### config.mk
export PLATFORM = sky130hd
export DESIGN_NAME = im_boot_loader
export DESIGN_NICKNAME = d
export VERILOG_FILES = /design/src/rtl/im_boot_loader_pkg.sv /design/src/rtl/im_boot_loader_byte_packer.sv /design/src/rtl/im_boot_loader.sv
export SDC_FILE = /design/constraint.sdc
export NUM_CORES = 1
export LEC_CHECK = 0
export BUFFER_PORTS_ARGS = -buffer_cell sky130_fd_sc_hd__buf_2
export CAP_MARGIN = 20
export CORE_UTILIZATION = 45
export CTS_BUF_LIST = sky130_fd_sc_hd__clkbuf_2 sky130_fd_sc_hd__clkbuf_4 sky130_fd_sc_hd__clkbuf_8
export CTS_CLUSTER_DIAMETER = 30
export CTS_CLUSTER_SIZE = 20
export DETAILED_ROUTE_END_ITERATION = 10
export PLACE_DENSITY = 0.66
export RECOVER_POWER = 100
export SYNTH_ARGS = -nofsm -noshare
export SYNTH_HDL_FRONTEND = slang
export SYNTH_SLANG_ARGS = --single-unit
### constraint.sdc
create_clock -name clk -period 2.7 [get_ports clk]
set_input_delay 0.27 -clock clk [delete_from_list [all_inputs] [get_ports clk]]
set_output_delay 0.27 -clock clk [all_outputs]
set_load 0.005 [all_outputs]
### src/rtl/im_boot_loader_pkg.sv
// Shared definitions for the instruction-memory boot loader:
// loader state encoding and stream packing constants.
package im_boot_loader_pkg;

   typedef enum logic [2:0] {
      IDLE,
      LEN_HI,
      LEN_LO,
      DATA,
      DONE
   } state_t;

   localparam int BYTES_PER_WORD = 4;

endpackage

### src/rtl/im_boot_loader_byte_packer.sv
// Collects stream bytes MSB first into a word; word/word_valid are presented
// combinationally on the push that supplies the final byte of a word.
module im_boot_loader_byte_packer
   import im_boot_loader_pkg::*;
#(
   parameter int width = 32
) (
   input  logic             clk,
   input  logic             rst,
   input  logic             clr,
   input  logic             push,
   input  logic [7:0]       byte_data,
   output logic [width-1:0] word,
   output logic             word_valid
);

   logic [1:0]       cnt;
   logic [width-9:0] sr;

   always_ff @(posedge clk) begin
      if (rst || clr) begin
         cnt <= '0;
         sr  <= '0;
      end else if (push) begin
         cnt <= cnt + 2'd1;
         sr  <= {sr[width-17:0], byte_data};
      end
   end

   // The final byte bypasses the register so the write can be issued one cycle later.
   assign word       = {sr, byte_data};
   assign word_valid = push && (cnt == 2'(BYTES_PER_WORD - 1));

endmodule

### src/rtl/im_boot_loader.sv
// Boot loader: parses a length-prefixed byte stream, writes packed words into
// the instruction memory and holds the CPU until a valid image is loaded.
module im_boot_loader
   import im_boot_loader_pkg::*;
#(
   parameter int width     = 32,
   parameter int AddrWidth = 10,
   parameter int num       = 1024
) (
   input  logic                 clk,
   input  logic                 rst,
   input  logic                 start,
   input  logic                 rx_valid,
   input  logic [7:0]           rx_data,
   output logic                 rx_ready,
   output logic                 we,
   output logic [AddrWidth-1:0] waddr,
   output logic [width-1:0]     wdata,
   output logic [AddrWidth:0]   word_cnt,
   output logic                 cpu_hold,
   output logic                 done,
   output logic                 err
);

   localparam int CW = AddrWidth + 1;

   state_t           state, nxt;
   logic             xfer, start_ok, push;
   logic             pk_valid, last_word, hdr_big;
   logic [width-1:0] pk_word;
   logic [7:0]       len_hi;
   logic [CW-1:0]    len;
   logic [15:0]      hdr_n;

   assign xfer      = rx_valid & rx_ready;
   assign hdr_n     = {len_hi, rx_data};
   assign hdr_big   = hdr_n > 16'(num);
   assign last_word = pk_valid && (word_cnt == len - CW'(1));

   im_boot_loader_byte_packer #(.width(width)) u_packer (
      .clk        (clk),
      .rst        (rst),
      .clr        (start_ok),
      .push       (push),
      .byte_data  (rx_data),
      .word       (pk_word),
      .word_valid (pk_valid)
   );

   always_ff @(posedge clk) begin
      if (rst) state <= IDLE;
      else     state <= nxt;
   end

   always_comb begin
      nxt = state;
      unique case (state)
         IDLE:    if (start) nxt = LEN_HI;
         LEN_HI:  if (xfer) nxt = LEN_LO;
         LEN_LO:  if (xfer) nxt = (hdr_n == '0 || hdr_big) ? DONE : DATA;
         DATA:    if (last_word) nxt = DONE;
         DONE:    if (start) nxt = LEN_HI;
         default: nxt = IDLE;
      endcase
   end

   always_comb begin
      rx_ready = (state == LEN_HI) || (state == LEN_LO) || (state == DATA);
      start_ok = start && ((state == IDLE) || (state == DONE));
      push     = xfer && (state == DATA);
   end

   always_ff @(posedge clk) begin
      if (rst) begin
         len_hi   <= '0;
         len      <= '0;
         we       <= 1'b0;
         waddr    <= '0;
         wdata    <= '0;
         word_cnt <= '0;
         done     <= 1'b0;
         err      <= 1'b0;
         cpu_hold <= 1'b1;
      end else begin
         we <= 1'b0;
         // done/cpu_hold trail DONE entry by one cycle so they follow the final write.
         if (start_ok) begin
            done     <= 1'b0;
            err      <= 1'b0;
            word_cnt <= '0;
            cpu_hold <= 1'b1;
         end else if (state == DONE) begin
            done     <= 1'b1;
            cpu_hold <= err;
         end
         if (state == LEN_HI && xfer) len_hi <= rx_data;
         if (state == LEN_LO && xfer) begin
            len <= hdr_n[CW-1:0];
            err <= hdr_big;
         end
         if (pk_valid) begin
            we       <= 1'b1;
            waddr    <= word_cnt[AddrWidth-1:0];
            wdata    <= pk_word;
            word_cnt <= word_cnt + CW'(1);
         end
      end
   end

endmodule
; ---- Word level (Yosys, flattened, before mapping)
; Cells that the tools add are included.
[totals]
output_inout_bits = 58
wordCells = 56
regBits = 105
input_bits = 12
[classes]
n_reduce_logical = 18
add_sub_neg = 3
eq_ne = 10
bitwise = 1
n_mux = 11
magnitude_cmp = 1
[ops]
columns = operator, count
row1 = two-way mux 11 bit, 2
row2 = "> comparator 16 x 11 -> 1 bit, second input constant", 1
row3 = logical NOT 16 bit, 1
row4 = two-way mux 3 bit, 5
row5 = one-hot mux 3 bit (4 select lines), 1
row6 = "adder 11 x 1 -> 11 bit, second input constant", 1
row7 = == test 11 bit, 1
row8 = "subtractor 11 x 1 -> 11 bit, second input constant", 1
row9 = "== test 3 x 2 -> 1 bit, second input constant", 2
row10 = logical AND 1 bit, 6
row11 = "!= test 2 bit, second input constant", 3
row12 = logical OR 1 bit, 5
row13 = AND reduction 4 bit, 1
row14 = nonzero test 2 bit, 2
row15 = OR reduction 2 bit, 2
row16 = "== test 3 x 1 -> 1 bit, second input constant", 1
row17 = "== test 3 bit, second input constant", 1
row18 = logical NOT 3 bit, 1
row19 = two-way mux 1 bit, 3
row20 = "adder 2 x 1 -> 2 bit, second input constant", 1
row21 = "== test 2 bit, second input constant", 1
row22 = "!= test 2 x 1 -> 1 bit, second input constant", 1
row23 = AND 1 bit, 1

; ---- Longest topological paths before layout
; Gate-level depths: netlist of run 1.
[depth]
ltp_word = 9
mapped_depth = 10
mapped_depth_nobuf = 8

; ---- By module
; From an unflattened synthesis of run 1, not the netlist that was laid out.
[hier_totals]
hier_cells = 493
hier_area_um2 = 4564.4
[by_module_without_submodules]
columns = mod, cells_each, area_per_inst_um2, seq_area_each_um2, instances
row1 = im_boot_loader, 398, 3524.6, 1581.5, 1
row2 = im_boot_loader_byte_packer, 95, 1039.7, 520.5, 1

; ---- Least setup slack after synthesis of run 1
; Ideal clock, no wire load.
[synth_timing]
path_type = flip-flop to flip-flop
startpoint = register len[0]
endpoint = register state[1]
t_arrival_ns = 2.231
n_path_buf = 2
setup_slack_ns = 0.351
period_less_slack_ns = 2.349
required_ns = 2.583
setup_ns = 0.117
stages_incl_launch_ff = 11
cell_sequence = dfxtp_1 > clkbuf_1 > inv_1 > ha_1 > buf_2 > xnor3_1 > and3_1 > o2111ai_1 > a2111oi_2 > a41oi_2 > a32o_1
[synth_via]
elab_chain_cells = 5
[synth_lines]
columns = element, line_no
row1 = start: declaration, im_boot_loader.sv:32  ; logic [CW-1:0] len;
row2 = start signal: assignment, im_boot_loader.sv:98  ; len <= hdr_n[CW-1:0];
row3 = subtractor 11 x 1 -> 11 bit, im_boot_loader.sv:38  ; assign last_word = pk_valid && (word_cnt == len - CW'(1));
row4 = == test 11 bit, im_boot_loader.sv:38
row5 = logical AND 1 bit, im_boot_loader.sv:38
row6 = != test 2 bit (no line), -
row7 = AND reduction 4 bit (no line), -
row8 = end signal: assignment, im_boot_loader.sv:52  ; else state <= nxt;
row9 = end: declaration, im_boot_loader.sv:27  ; state_t state, nxt;
; Every way passes these cells.
; A chain may end at the register's enable or synchronous reset.

; ---- Final worst setup path of run 1
; Ends and elaborated chain as after synthesis.

==> results by group, run 1 <==
Detailed routing
  – Via Count: 3816
  – Per-cell routed wire length: 13.93 µm
  – Routed Antenna Nets: 0
  – Vias per cell: 5.206
  – Post-route DRC: 0
  – DR iter-0 viols: 198
  – DRT Wirelength: 10210 µm
  – DRT Pass-1 Iters: 4

Hold path
  – Hold path startpoint: rx_data[4]
  – Hold WC Path Type: in -> reg

Worst setup path
  – Worst Setup SP: len[0]
  – Crit path DAT: 2740 ps
  – Worst r2r src: len[0]
  – Req. time, crit path: 2960 ps
  – CP Capture Type: flop
  – Startpoint Class: flop
  – Crit path kind: reg -> reg
  – Worst-path fanout max: 9

Floorplanning
  – Initial Utilization: 0.4685
  – Num rows: 35
  – Chip Width: 100.3 µm
  – Die H: 100.3 µm
  – Die area: 0.01006 mm²
  – I/O Pins: 70
  – Core box area: 0.009284 mm²

Global route
  – Vias in the first global route: 3413
  – Pin count of the biggest net entering global routing: 51
  – GRT Total Usage: 0.2125
  – Grt total ovfl: 0
  – Initial antenna violation count: 0
  – First-pass GRT wire length: 16880 µm

CTS
  – CTS root buf: clkbuf_8
  – CTS Hold Bufs: 0
  – CTS tree: yes
  – Worst-path clk slew: 110 ps
  – CTS Buf Count: 9
  – Post-CTS Setup Bufs: 0
  – Post_cts resized: 0
  – Sink Count: 105
  – Clock buffer depth: 2
  – # H-tree levels: 3
  – Worst skew pair latency: 370 ps

Final layout
  – Share of layout cells above drive strength 1: 0.1242
  – Antenna Cells: 0
  – Utilization after layout: 0.5297
  – Area Growth Syn to Fin: 13.06%
  – # nets final: 614

Timing
  – Max_slew headroom: 0.1960
  – Max-slew violations: 0
  – Setup Skew: 12.55 ps
  – Setup ws final: 223.2 ps
  – Hold WS: 187.2 ps
  – Final period util: 0.9173
  – Highest Clock Rate: 403.8 MHz
  – Finish-stage setup viols: 0
  – RSZ-0062 raised after global routing: false
  – Final Hold Fails: 0
  – Final Critical Period: 2477 ps
  – Setup TNS Final: 0 ps
  – Slew @ Worst Pin: 1206 ps

Logic synthesis
  – Async SR Flop Fraction: 0
  – Syn_area_per_cell: 7.936 µm²
  – Net count after synthesis: 563
  – Cell with the most instances after synthesis: nand2_1
  – Flops & latches, synth: 105
  – Top_reg_cell synth: dfxtp_1
  – Synthesized area: 0.004349 mm²
  – Sequential element share of the synthesized area: 0.4833
  – Commonest cells in the netlist: nand2_1, dfxtp_1, a21oi_1, nor2_1, clkbuf_1
  – Post-synth EDFFs: 0
  – Synth area leaders: dfxtp_1, nand2_1, a21oi_1, mux2i_1, nor2_1
  – Ys Warns: 0
  – Synth unique cells: 49
  – Top cell type's share of synthesized area: 0.4833
  – Cell count after synthesis: 548
  – Most area-hungry cell type in the Yosys netlist: dfxtp_1

Power and ir drop
  – Power Dens Cells: 633.8 mW/mm²
  – LEAKAGE: 1.807 nW
  – Peak VDD IR: 0.2926 mV

Place
  – Place WS: 247.9 ps
  – Placer congestion estimate: 0.8422
  – I/O Buffers: 69
  – Post-DP HPWL: 7130 µm

Flow run
  – Number of max-cap violations: 0

Run status
  – Status: finished clean
cell usage in the layout, fill, tap and decap left out, types with 2 or more instances in the layout:
cell type	Yosys	layout
buf_4	3	5
xor2_1	8	8
o211ai_1	2	2
nand4_1	4	4
a21oi_1	91	91
mux2i_1	12	12
xnor2_1	8	8
clkbuf_2	0	3
nor3b_1	3	3
a211oi_1	2	2
inv_8	0	3
dfxtp_1	105	105
nor4_1	2	2
nor3_1	4	4
nor2_1	32	32
clkbuf_1	31	29
mux2_2	3	3
and3_1	5	5
buf_2	3	42
clkbuf_8	0	9
inv_1	6	6
o21ai_0	10	10
nand2_1	173	173
ha_1	3	3
or3_1	2	2
a31oi_1	3	3
nand3_1	7	7
area by class of cell:
class	instances	area, µm²
Sequential cell	105	2102
Tap cell	129	161.4
Clock inverter	7	72.57
Fill cell	961	4367
Inverter	6	22.52
Timing Repair Buffer	79	371.6
Multi-Input combinational cell	398	2063
Clock buffer	9	123.9
power breakdown:
part | total, W | internal (W) | switching, W
combinational | 0.000497 | 0.000191 | 0.000306
clock | 0.000956 | 0.000366 | 0.000589
sequential | 0.00166 | 0.00160 | 0.0000681
worst max-delay path, stage by stage (launching register included):
cell	delay, ps
dfxtp_1	390
inv_1	90
ha_1	360
o21ai_0	200
nor3b_1	210
o2111ai_1	170
a2111oi_2	410
a41oi_2	240
a32o_1	310
path summary, 6_finish.rpt:
check / endpoint / slack [ps] / depth (start not counted)
setup / recovery: state[1] / 220 / 8
hold / removal: u_packer.sr[4] / 190 / 3
setup reg to reg: state[1] / 220 / 8
hold reg to reg: wdata[23] / 460 / 2
metal layers:
layer  GRT usage  routed length, µm  share of wire
met1      0.3010               5030           0.49
met2      0.3351               4714           0.46
met3     0.03203                338          0.033
met4     0.06243                127          0.012
met5           0                  0              0
state kept, by name, summed over array words and instances (netlist names):
name and count:
wdata 32, err 1, done 1, waddr 10, u_packer.cnt 2, we 1
cpu_hold 1, len 11, state 3, word_cnt 11, u_packer.sr 24, len_hi 8
cells by family (layout without fill, tap and decap cells):
group	after synthesis	after routing	synth area share
AND/OR/NAND/NOR	243	243	0.2376
AO/OA/AOI/OAI	120	120	0.1554
flip-flops	105	105	0.4833
buffers and inverters	45	101	0.04229
XOR/XNOR	17	17	0.03740
multiplexers	15	15	0.03539
adder cells (fa/ha/maj)	3	3	0.008632
metrics by stage:
| stage | total power (W) | std cells | instance area [µm²] |
|---|---|---|---|
| floorplan | 0.002074 | 548 | 4349 |
| finish | 0.003116 | 733 | 4917 |
| CTS | 0.003150 | 733 | 4966 |
| global placement | 0.002189 | 717 | 4770 |
| detailed placement | 0.002204 | 717 | 4770 |
| global route | 0.003270 | 733 | 4917 |
No activity file was read; power rests on OpenSTA's default activity.
==> run 2, diff against run 1 <==
CORE_UTILIZATION = 30   (was 45)
PLACE_DENSITY = unset   (was 0.66)
==> run 2 against run 1 <==
Sequential share of layout area down 0.33 points; final cell count up 7.0%; final area up 0.79%; maximum frequency down 0.57%; wire length up 7.6%; combinational power about the same; register-to-register slack about the same; count of clock-buffer cells in the layout unchanged; flip-flop and latch count unchanged; global-route usage down 5.9 points; utilization down 18 points; highest routed layer unchanged.
==> results by group, run 2 (synthesis results as in run 1) <==
Run status
  – Status: finished clean

Power and ir drop
  – Seq pwr share: 0.544
  – Combinational share of power: 0.163
  – Switching component of the power: 0.0009352 W
  – Internal power: 0.002130 W
  – Clock share of power: 0.293
  – Peak VDD IR: 0.3786 mV
  – LEAKAGE: 1.752 nW
  – Switching portion of total power: 0.3051
  – PnR Total Power: 0.003065 W
  – Power Dens Cells: 618.4 mW/mm²

Detailed routing
  – Met3 routed WL: 623 µm
  – Per-cell routed wire length: 14.01 µm
  – DR iter-0 viols: 184
  – Met2 wire length: 4879 µm
  – Routed Antenna Nets: 0
  – Post-route DRC: 0
  – Via Count: 3826
  – DRT Wirelength: 10990 µm
  – DRT Pass-1 Iters: 4
  – Vias per cell: 4.880
  – Highest Signal Layer: met4
  – Routed metal-1 wire length: 5380 µm

Final layout
  – Antenna Cells: 0
  – Biggest register: wdata
  – Area Growth Syn to Fin: 13.95%
  – FILL cells: 1504
  – Max FFs per register: 32
  – # nets final: 614
  – Share of layout cells above drive strength 1: 0.1109
  – Most common cell after layout, fill and taps aside: nand2_1
  – Cell Count, Final, Fillers Out: 784
  – Most frequent cells in the layout: nand2_1, dfxtp_1, a21oi_1
  – Biggest regs: wdata (32), u_packer.sr (24)

Place
  – Post-DP HPWL: 7792 µm
  – I/O Buffers: 69
  – Placed cell count: 768
  – Place WS: 231.0 ps
  – Placer congestion estimate: 0.8269

Global route
  – Grt total ovfl: 0
  – Vias in the first global route: 3591
  – Pin count of the biggest net entering global routing: 51
  – GRT Total Usage: 0.1534
  – Initial antenna violation count: 0
  – First-pass GRT wire length: 18080 µm

Worst setup path
  – Crit path DAT: 2760 ps
  – Cells on worst reg2reg path: 8
  – Startpoint Class: flop
  – Crit path kind: reg -> reg
  – Worst-path fanout max: 9
  – Req. time, crit path: 2970 ps
  – CP Capture Type: flop

Timing
  – Finish-stage setup viols: 0
  – Max-slew violations: 0
  – Setup Skew: 12.28 ps
  – RSZ-0062 raised after global routing: false
  – Final Critical Period: 2491 ps
  – Max_slew headroom: 0.6104
  – Highest Clock Rate: 401.5 MHz
  – Final Hold Fails: 0
  – Setup TNS Final: 0 ps
  – Slew @ Worst Pin: 584.4 ps
  – Setup ws final: 209.1 ps
  – Final period util: 0.9226

Flow run
  – Number of max-cap violations: 0

CTS
  – Worst skew pair latency: 370 ps
  – Post_cts resized: 0
  – CTS tree: yes
  – Post-CTS Setup Bufs: 0
  – Worst-path clk slew: 100 ps
  – # H-tree levels: 3
  – CTS Hold Bufs: 0
  – CTS root buf: clkbuf_8
  – Clock buffer depth: 2
  – Sink Count: 105
  – CTS Buf Count: 9

Floorplanning
  – Chip Width: 122.4 µm
  – I/O Pins: 70
  – Die H: 122.4 µm
  – Initial Utilization: 0.3109
  – Num rows: 43
  – Core box area: 0.01399 mm²
  – Die area: 0.01498 mm²

Hold path
  – Hold WC Path Type: in -> reg
  – Hold path cells: 2
run 2: cell count changes in the layout (fill, tap and decap cells not counted):
cell and delta:
buf_2 -9, clkbuf_1 +7, clkinvlp_4 +4, inv_8 -2, buf_1 +1, buf_4 +1
clkinv_4 -1, clkinv_8 -1
run 2: metal layers:
metal | global-route usage | vias to the layer above
li1 | - | 1937
met1 | 0.2101 | 1783
met2 | 0.2395 | 99
met3 | 0.03717 | 7
met4 | 0.04040 | 0
met5 | 0 | -
run 2: final timing paths:
check        startpoint  slack [ps]          end
max              len[0]         210     state[1]
min                 rst         170  word_cnt[8]
max reg2reg      len[0]         210     state[1]
min reg2reg   wdata[28]         460    wdata[28]
run 2: metrics by stage:
stage	hold WS [ps]	cell area, µm²	util
2_1_floorplan	406.0	4349	-
6_report	169.0	4956	0.3543
3_5_place_dp	445.8	4833	0.3455
4_1_cts	139.4	5012	0.3583
3_3_place_gp	439.6	4833	0.3455
5_1_grt	163.8	4956	0.3543
run 2: power by group through the flow:
stage	clock network (W)	registers, W	logic, W
floorplan	0	0.00166	0.000416
global placement	0	0.00170	0.000502
detailed placement	0	0.00170	0.000506
CTS	0.000941	0.00166	0.000509
global route	0.00100	0.00168	0.000560
finish	0.000899	0.00167	0.000500
run 2: final cells by class:
cell class | instances | area [µm²] | share of cell area
flip-flops and latches | 105 | 2102 | 0.4241
well taps | 180 | 225.2 | 0.04544
clock buffers | 9 | 123.9 | 0.02499
clock inverters | 7 | 55.05 | 0.01111
multi-input cells | 398 | 2063 | 0.4163
repair buffers | 79 | 364.1 | 0.07347
inverters | 6 | 22.52 | 0.004544
run 2: worst max-delay path, stage by stage (launching register included):
cell	delay (ps)
dfxtp_1	400
inv_1	90
ha_1	350
o21ai_0	200
nor3b_1	220
o2111ai_1	160
a2111oi_2	410
a41oi_2	250
a32o_1	310
